[src/rtl/sseg_pkg.sv]
// sseg_pkg: shared types and constants for the seven-segment scan controller.
//   state_t   - scan controller state (IDLE, SCAN)
//   SEG_LUT   - hex digit -> active-low {g,f,e,d,c,b,a} pattern
//   SEG_BLANK - all segments off
package sseg_pkg;

    typedef enum logic {
        IDLE = 1'b0,
        SCAN = 1'b1
    } state_t;

    localparam logic [6:0] SEG_BLANK = 7'b1111111;

    // Indexed by nibble value 0..F
    localparam logic [6:0] SEG_LUT [16] = '{
        7'b1000000, 7'b1111001, 7'b0100100, 7'b0110000,
        7'b0011001, 7'b0010010, 7'b0000010, 7'b1111000,
        7'b0000000, 7'b0010000, 7'b0001000, 7'b0000011,
        7'b1000110, 7'b0100001, 7'b0000110, 7'b0001110
    };

endpackage

[src/rtl/hex_to_sseg.sv]
// hex_to_sseg: combinational hex-nibble to seven-segment decoder.
//   nib - 4-bit hex value
//   seg - active-low segments {g,f,e,d,c,b,a}
module hex_to_sseg
    import sseg_pkg::*;
(
    input  logic [3:0] nib,
    output logic [6:0] seg
);

    assign seg = SEG_LUT[nib];

endmodule

[src/rtl/sseg_scan_ctrl.sv]
// sseg_scan_ctrl: time-multiplexed scan of DIGITS common-anode digits sharing
// one cathode bus. The displayed value is captured once per frame so a frame
// never mixes old and new digits.
//   CLK        - system clock, all state on rising edge
//   RST        - synchronous active-high reset (overrides EN)
//   EN         - scan enable; low blanks the display
//   DATA       - hex nibbles, nibble i on digit i (digit 0 rightmost)
//   AN         - active-low anode enables, at most one low
//   SEG        - active-low segments {g,f,e,d,c,b,a}
//   FRAME_DONE - one-cycle pulse as the last digit's slot ends
// Build option: define SSEG_LEADING_ZERO_BLANK_EN to blank digits above the
// most significant nonzero nibble (digit 0 always shows).
module sseg_scan_ctrl
    import sseg_pkg::*;
#(
    parameter int DIGITS          = 4,
    parameter int TICKS_PER_DIGIT = 100000
) (
    input  logic                  CLK,
    input  logic                  RST,
    input  logic                  EN,
    input  logic [4*DIGITS-1:0]   DATA,
    output logic [DIGITS-1:0]     AN,
    output logic [6:0]            SEG,
    output logic                  FRAME_DONE
);

    localparam int CNT_W = $clog2(TICKS_PER_DIGIT + 1);
    // Keep idx at least one bit wide so DIGITS=1 still elaborates
    localparam int IDX_W = (DIGITS > 1) ? $clog2(DIGITS) : 1;
    localparam logic [CNT_W-1:0] CNT_LAST = CNT_W'(TICKS_PER_DIGIT - 1);
    localparam logic [IDX_W-1:0] IDX_LAST = IDX_W'(DIGITS - 1);

    state_t                 state;
    logic [IDX_W-1:0]       idx;
    logic [CNT_W-1:0]       cnt;
    logic [DIGITS-1:0][3:0] snapshot;
    logic [6:0]             seg_dec;
    logic [DIGITS-1:0]      an_sel;
    logic                   digit_on;

    assign an_sel = ~(DIGITS'(1) << idx);

    hex_to_sseg u_dec (
        .nib (snapshot[idx]),
        .seg (seg_dec)
    );

`ifdef SSEG_LEADING_ZERO_BLANK_EN
    // Highest nonzero nibble; stays 0 for an all-zero value so "0" shows
    logic [IDX_W-1:0] msd;
    always_comb begin
        msd = '0;
        for (int i = 1; i < DIGITS; i++)
            if (snapshot[i] != 4'h0) msd = IDX_W'(i);
    end
    assign digit_on = (idx <= msd);
`else
    assign digit_on = 1'b1;
`endif

    always_ff @(posedge CLK) begin
        if (RST) begin
            state      <= IDLE;
            idx        <= '0;
            cnt        <= '0;
            snapshot   <= '0;
            AN         <= '1;
            SEG        <= SEG_BLANK;
            FRAME_DONE <= 1'b0;
        end else begin
            FRAME_DONE <= 1'b0;
            case (state)
                IDLE: begin
                    AN  <= '1;
                    SEG <= SEG_BLANK;
                    if (EN) begin
                        snapshot <= DATA;
                        idx      <= '0;
                        cnt      <= '0;
                        state    <= SCAN;
                    end
                end
                SCAN: begin
                    if (!EN) begin
                        // Disable beats a coincident frame wrap: no pulse, no reload
                        state <= IDLE;
                        idx   <= '0;
                        cnt   <= '0;
                        AN    <= '1;
                        SEG   <= SEG_BLANK;
                    end else begin
                        // Outputs follow the current idx, so they lag it by one cycle
                        AN  <= digit_on ? an_sel  : '1;
                        SEG <= digit_on ? seg_dec : SEG_BLANK;
                        if (cnt == CNT_LAST) begin
                            cnt <= '0;
                            if (idx == IDX_LAST) begin
                                idx        <= '0;
                                snapshot   <= DATA;
                                FRAME_DONE <= 1'b1;
                            end else begin
                                idx <= idx + IDX_W'(1);
                            end
                        end else begin
                            cnt <= cnt + CNT_W'(1);
                        end
                    end
                end
                default: state <= IDLE;
            endcase
        end
    end

endmodule

[config.mk]
export PLATFORM = sky130hd
export DESIGN_NAME = sseg_scan_ctrl
export DESIGN_NICKNAME = d
export VERILOG_FILES = /design/src/rtl/sseg_pkg.sv /design/src/rtl/hex_to_sseg.sv /design/src/rtl/sseg_scan_ctrl.sv
export SDC_FILE = /design/constraint.sdc
export NUM_CORES = 1
export LEC_CHECK = 0
export BUFFER_PORTS_ARGS = -buffer_cell sky130_fd_sc_hd__buf_2
export CORE_MARGIN = 2
export CORE_UTILIZATION = 25
export DETAILED_ROUTE_END_ITERATION = 8
export HOLD_SLACK_MARGIN = 0.05
export SLEW_MARGIN = 20
export SYNTH_ARGS = -nofsm -noshare
export SYNTH_HDL_FRONTEND = slang
export SYNTH_SLANG_ARGS = --single-unit
[constraint.sdc]
create_clock -name CLK -period 2.8 [get_ports CLK]
set_input_delay 0.84 -clock CLK [delete_from_list [all_inputs] [get_ports CLK]]
set_output_delay 0.84 -clock CLK [all_outputs]
set_load 0.05 [all_outputs]
# Word level (Yosys, flattened, before mapping)

Memory sizes are Yosys's and may differ from the RTL's.
Index checks and enable logic that the tools add are counted.
W data, S select, Z words.

Register bits: 48
ROM bits: 112
Bits of input ports: 19
Output and inout bits: 12
Word-level logic and storage cells: 55
Memories kept: 1

Memory list:

| name             | words | width | read ports | clocked after Yosys merged registers in | write ports | line              | text |
|---|---|---|---|---|---|---|---|
| (name not given) | 16    | 7     | 1          | 0                                       | 0           | hex_to_sseg.sv:11 | `assign seg = SEG_LUT[nib];` |

Add/sub/neg operators: 2
Order comparisons: 2
Equality and inequality tests: 7
Shifts and indexed selects: 1
Muxes and demuxes: 24
Bitwise operators: 5
Reductions and logical operators: 3

Operators with widths:

| kind                    | number |
|---|---|
| $mux W16                | 4 |
| $mux W17                | 3 |
| $pmux W17 S2            | 1 |
| $pmux W16 S2            | 1 |
| $mux W7                 | 3 |
| $add A17 B1 Y17 const B | 1 |
| $eq A17 B17 Y1 const B  | 1 |
| $pmux W7 S2             | 1 |
| $bmux W4 S2             | 1 |
| $mux W2                 | 4 |
| $mux W4                 | 2 |
| $pmux W4 S2             | 1 |
| $ge A5 B5 Y1 const B    | 1 |
| $not A4 Y5              | 1 |
| $ne A2 B1 Y1 const B    | 2 |
| $ne A2 B2 Y1 const B    | 2 |
| $not A4 Y4              | 1 |
| $pmux W2 S2             | 1 |
| $reduce_and A4 Y1       | 1 |
| $reduce_or A4 Y1        | 1 |
| $shl A1 B2 Y4 const A   | 1 |
| $lt A2 B3 Y1 const B    | 1 |
| $ne A3 B2 Y1 const B    | 1 |
| $not A1 Y1              | 3 |
| 4 further kinds         | 5 |

# Logic depth before layout (Yosys ltp)

Depth in word-level cells: 8
Depth in mapped cells: 8
Depth with buffers taken out: 7

# Cells and area by module

Synthesis repeated with hierarchy kept, for this count alone.

Cells, all modules: 266
Area, all modules: 2,364.8 um^2

By module, submodules not included:

| module         | instances | cells an instance | area an instance (um^2) | sequential area each (um^2) |
|---|---|---|---|---|
| sseg_scan_ctrl | 1         | 233               | 2,095.8                 | 960.9 |
| hex_to_sseg    | 1         | 33                | 269.0                   | 0.0 |

# Least setup slack after synthesis

No wires, ideal clock.

Kind: register -> register
Start point: register idx[1]
End point: register SEG[3]
Setup time: 0.142 ns
Arrival: 1.966 ns
Data required time: 2.658 ns
Setup slack: 0.692 ns
Cell stages (with the launch flop): 7
Buffers on the path: 1
Period minus slack after synthesis: 2.108 ns
Cells stage by stage: dfxtp_1 clkbuf_1 mux4_2 ha_1 nor2b_1 a2111oi_0 a31oi_1

Cells in the longest elaborated chain, start to end: 8

Ends and longest elaborated chain:

| what                                        | line                  | text |
|---|---|---|
| from (decl)                                 | sseg_scan_ctrl.sv:35  | `logic [IDX_W-1:0] idx;` |
| from (signal assigned)                      | sseg_scan_ctrl.sv:103 | `idx <= idx + IDX_W'(1);` |
| $bmux W4 S2                                 | sseg_scan_ctrl.sv:45  | `.nib (snapshot[idx]),` |
| $mux W4 (not written as such)               | sseg_scan_ctrl.sv:45  |  |
| $not A4 Y5 (not written as such)            | hex_to_sseg.sv:11     |  |
| $mem_v2 Z16 W7                              | n/a                   |  |
| $mux W7 (not written as such) (2 in series) | hex_to_sseg.sv:11     |  |
| $mux W7                                     | sseg_scan_ctrl.sv:85  | `if (!EN) begin` |
| $pmux W7 S2                                 | sseg_scan_ctrl.sv:73  | `case (state)` |
| to (signal assigned)                        | sseg_scan_ctrl.sv:95  | `SEG <= digit_on ? seg_dec : SEG_BLANK;` |
| to (decl)                                   | sseg_scan_ctrl.sv:24  | `output logic [6:0] SEG,` |

No other way between the ends. The select of a mux whose other input is x is not followed.
A chain may end at the register's enable or synchronous reset.

# Final worst setup path

Start point: register idx[1]
End point: register SEG[1]

The elaborated chain is that of the path after synthesis.

==> results.md <==
- Outcome: completed
- Maximum clock path buffer count: 2
- RSZ-0062 raised after global routing: no
- ANT nets after route: 0
- Root buffer cell: clkbuf_8
- Worst-path cell chain: buf_4 -> mux4_2 -> inv_1 -> ha_1 -> nor2_1 -> a21oi_1 -> nand2_1 -> nand3_1
- Routed vias/inst: 4.81
- WP buf/inv: 2
- DR iter-0 viols: 93
- Tot GR Track Use: 0.104
- Final Net Count: 320
- Final Max Slew Viols: 0
- Asr flop ratio synth: 0
- Cell area after synthesis: 2340 um2
- Vias in the first global route: 1904
- Compound-Gate Fraction of Synth Area: 0.152
- Area growth syn-to-layout: 16.4%
- Synth Area in Simple Gates: 0.224
- Final GP Congestion: 0.852
- Crit path max fanout: 7
- Initial antenna violation count: 0
- Drc violations: 0
- First-pass DRT Iterations: 4
- Crit Path Class: reg -> reg
- Setup TNS: 0 ns
- CTS tree: done
- EDFF count, synth: 0
- Routed WL: 4.93 mm
- Mux cell area share after synthesis: 0.111
- Req. time, crit path: 2.97 ns
- Synth top area share: 0.410
- Arrival time at the worst endpoint: 2.32 ns
- Main synth FF type: dfxtp_1
- Max-Cap Viols: 0
- Routed len/inst: 12.3 um
- Max Fclk: 0.465 GHz
- Crit start category: register
- Cells after Synth: 258
- Cell variety after synth: 43
- Vias: 1933
- Layout cell share with drive strength beyond 1: 0.196
- Synth cell count leaders: dfxtp_1 (48), nor2_1 (36), nand2_1 (25)
- Clock sinks: 48
- Crit path max-delay family: multiplexers
- Cts repair resizes: 0
- Chip Height: 101 um
- WHS: 0.482 ns
- Min cycle time layout: 2.15 ns
- CTS clk-pin slew, worst paths: 0.09 ns
- Endpoints failing hold: 0
- Adder-cell share of the synthesized area: 0.0588
- Worst-Margin Slew: 0.526 ns
- Flops & latches, synth: 48
- Slew headroom: 0.648
- Die W: 101 um
- Post-CTS Setup Inserts: 0
- CP endpoint kind: register
- Syn_area_per_cell: 9.07 um2
- Peak VDD IR: 0.172 mV
- PwrDens: 470 nW/um2
- Leading area contributor after synthesis: dfxtp_1
- CTS Buf Count: 5
- ANT cells: 0
- First-pass GRT wire length: 8.65 mm
- Die ar.: 10200 um2
- Port bufs: 30
- Clk_lat worst skew: 0.30 ns
- Post-synthesis xor/xnor area fraction: 0.00748
- H-tree Lvls: 2
- Synth top area cells: dfxtp_1 (41%), mux2i_1 (7.3%), ha_1 (5.9%)
- Row cnt: 35
- Mapped Nets: 288
- Ratio of final minimum period to clock period: 0.768
- CP peak stage delay: 0.58 ns
- Top-count cell post-synth: dfxtp_1
- Leakage power: 1.06 nW
- Ports: 31
- Hold-fix buffers, CTS: 0
- Sequential area share after synthesis: 0.410
- Largest net degree at the start of global routing: 28
- Core footprint: 9150 um2
- Starting Density: 0.256
- Syn. warnings: 0
- Combinational family with the most area after synthesis: simple AND/OR/NAND/NOR gates
- GRT Residual Overflow: 0
- Final setup vio count: 0
- Slowest CP cell: mux4_2
- Clk_skew: 0.00758 ns
- Detail Placement HPWL: 3.59 mm
- Hold Path Class: reg -> reg
==> worst paths after layout <==
kind	from	endpoint	slack [ns]	cells after the start
setup / recovery	idx[1]	SEG[1]	0.65	8
hold / removal	cnt[16]	cnt[16]	0.48	2
setup reg to reg	idx[1]	SEG[1]	0.65	8
hold reg to reg	cnt[16]	cnt[16]	0.48	2
==> placed cells by master (no fill, tap or decap), types with 7 or more instances in the layout <==
master / instances
mux2i_1: 17
nand2_1: 25
o21ai_0: 17
inv_1: 7
a21oi_1: 10
nor2_1: 36
buf_4: 7
buf_2: 30
nand3_1: 10
ha_1: 11
dfxtp_1: 48
==> final cells by class <==
class / count / area (um2)
clock buffer: 6 / 82.6
sequential: 48 / 961
tap: 111 / 139
multi-input combinational: 191 / 1300
clock inverter: 2 / 15.0
inverter: 7 / 26.3
timing repair buffer: 37 / 203
fill: 935 / 6430
==> sequential cells by signal (all words and copies together) (netlist names) <==
name,flops
FRAME_DONE,1
state,1
snapshot,16
cnt,17
idx,2
SEG,7
AN,4
==> worst min-delay path: stages (launching register included) <==
cell     delay (ns)
dfxtp_1        0.32
inv_1          0.05
o21ai_0        0.07
==> metal layers <==
layer  vias to the layer above  track usage  wire, um
li1                        988            -         -
met1                       883        0.138      2390
met2                        55        0.160      2150
met3                         7       0.0229       303
met4                         0       0.0474        77
met5                         -            0         0
==> kinds of logic (layout without fill, tap and decap cells) <==
family,after synthesis,count (layout)
mux,21,21
xor+xnor,2,2
simple gates,104,104
compound gates,53,53
flops,48,48
fa+ha+maj,11,11
buf+inv,19,52
==> metrics by stage <==
stage / setup WS, ns / utilization / instance area [um2] / std cells / total power, mW
global placement: 0.539 / 0.287 / 2630 / 394 / 0.854
CTS: 0.637 / 0.298 / 2720 / 402 / 1.30
floorplan: 0.692 / - / 2340 / 258 / 0.819
detailed placement: 0.486 / 0.287 / 2630 / 394 / 0.857
finish: 0.651 / 0.298 / 2720 / 402 / 1.28
global route: 0.487 / 0.298 / 2720 / 402 / 1.34
==> power breakdown <==
part           switching (mW)  internal [mW]
Clock                   0.240          0.200
Combinational          0.0777         0.0541
Sequential            0.00832          0.700
Total                   0.326          0.955
Power figures use the tool's default switching activity.
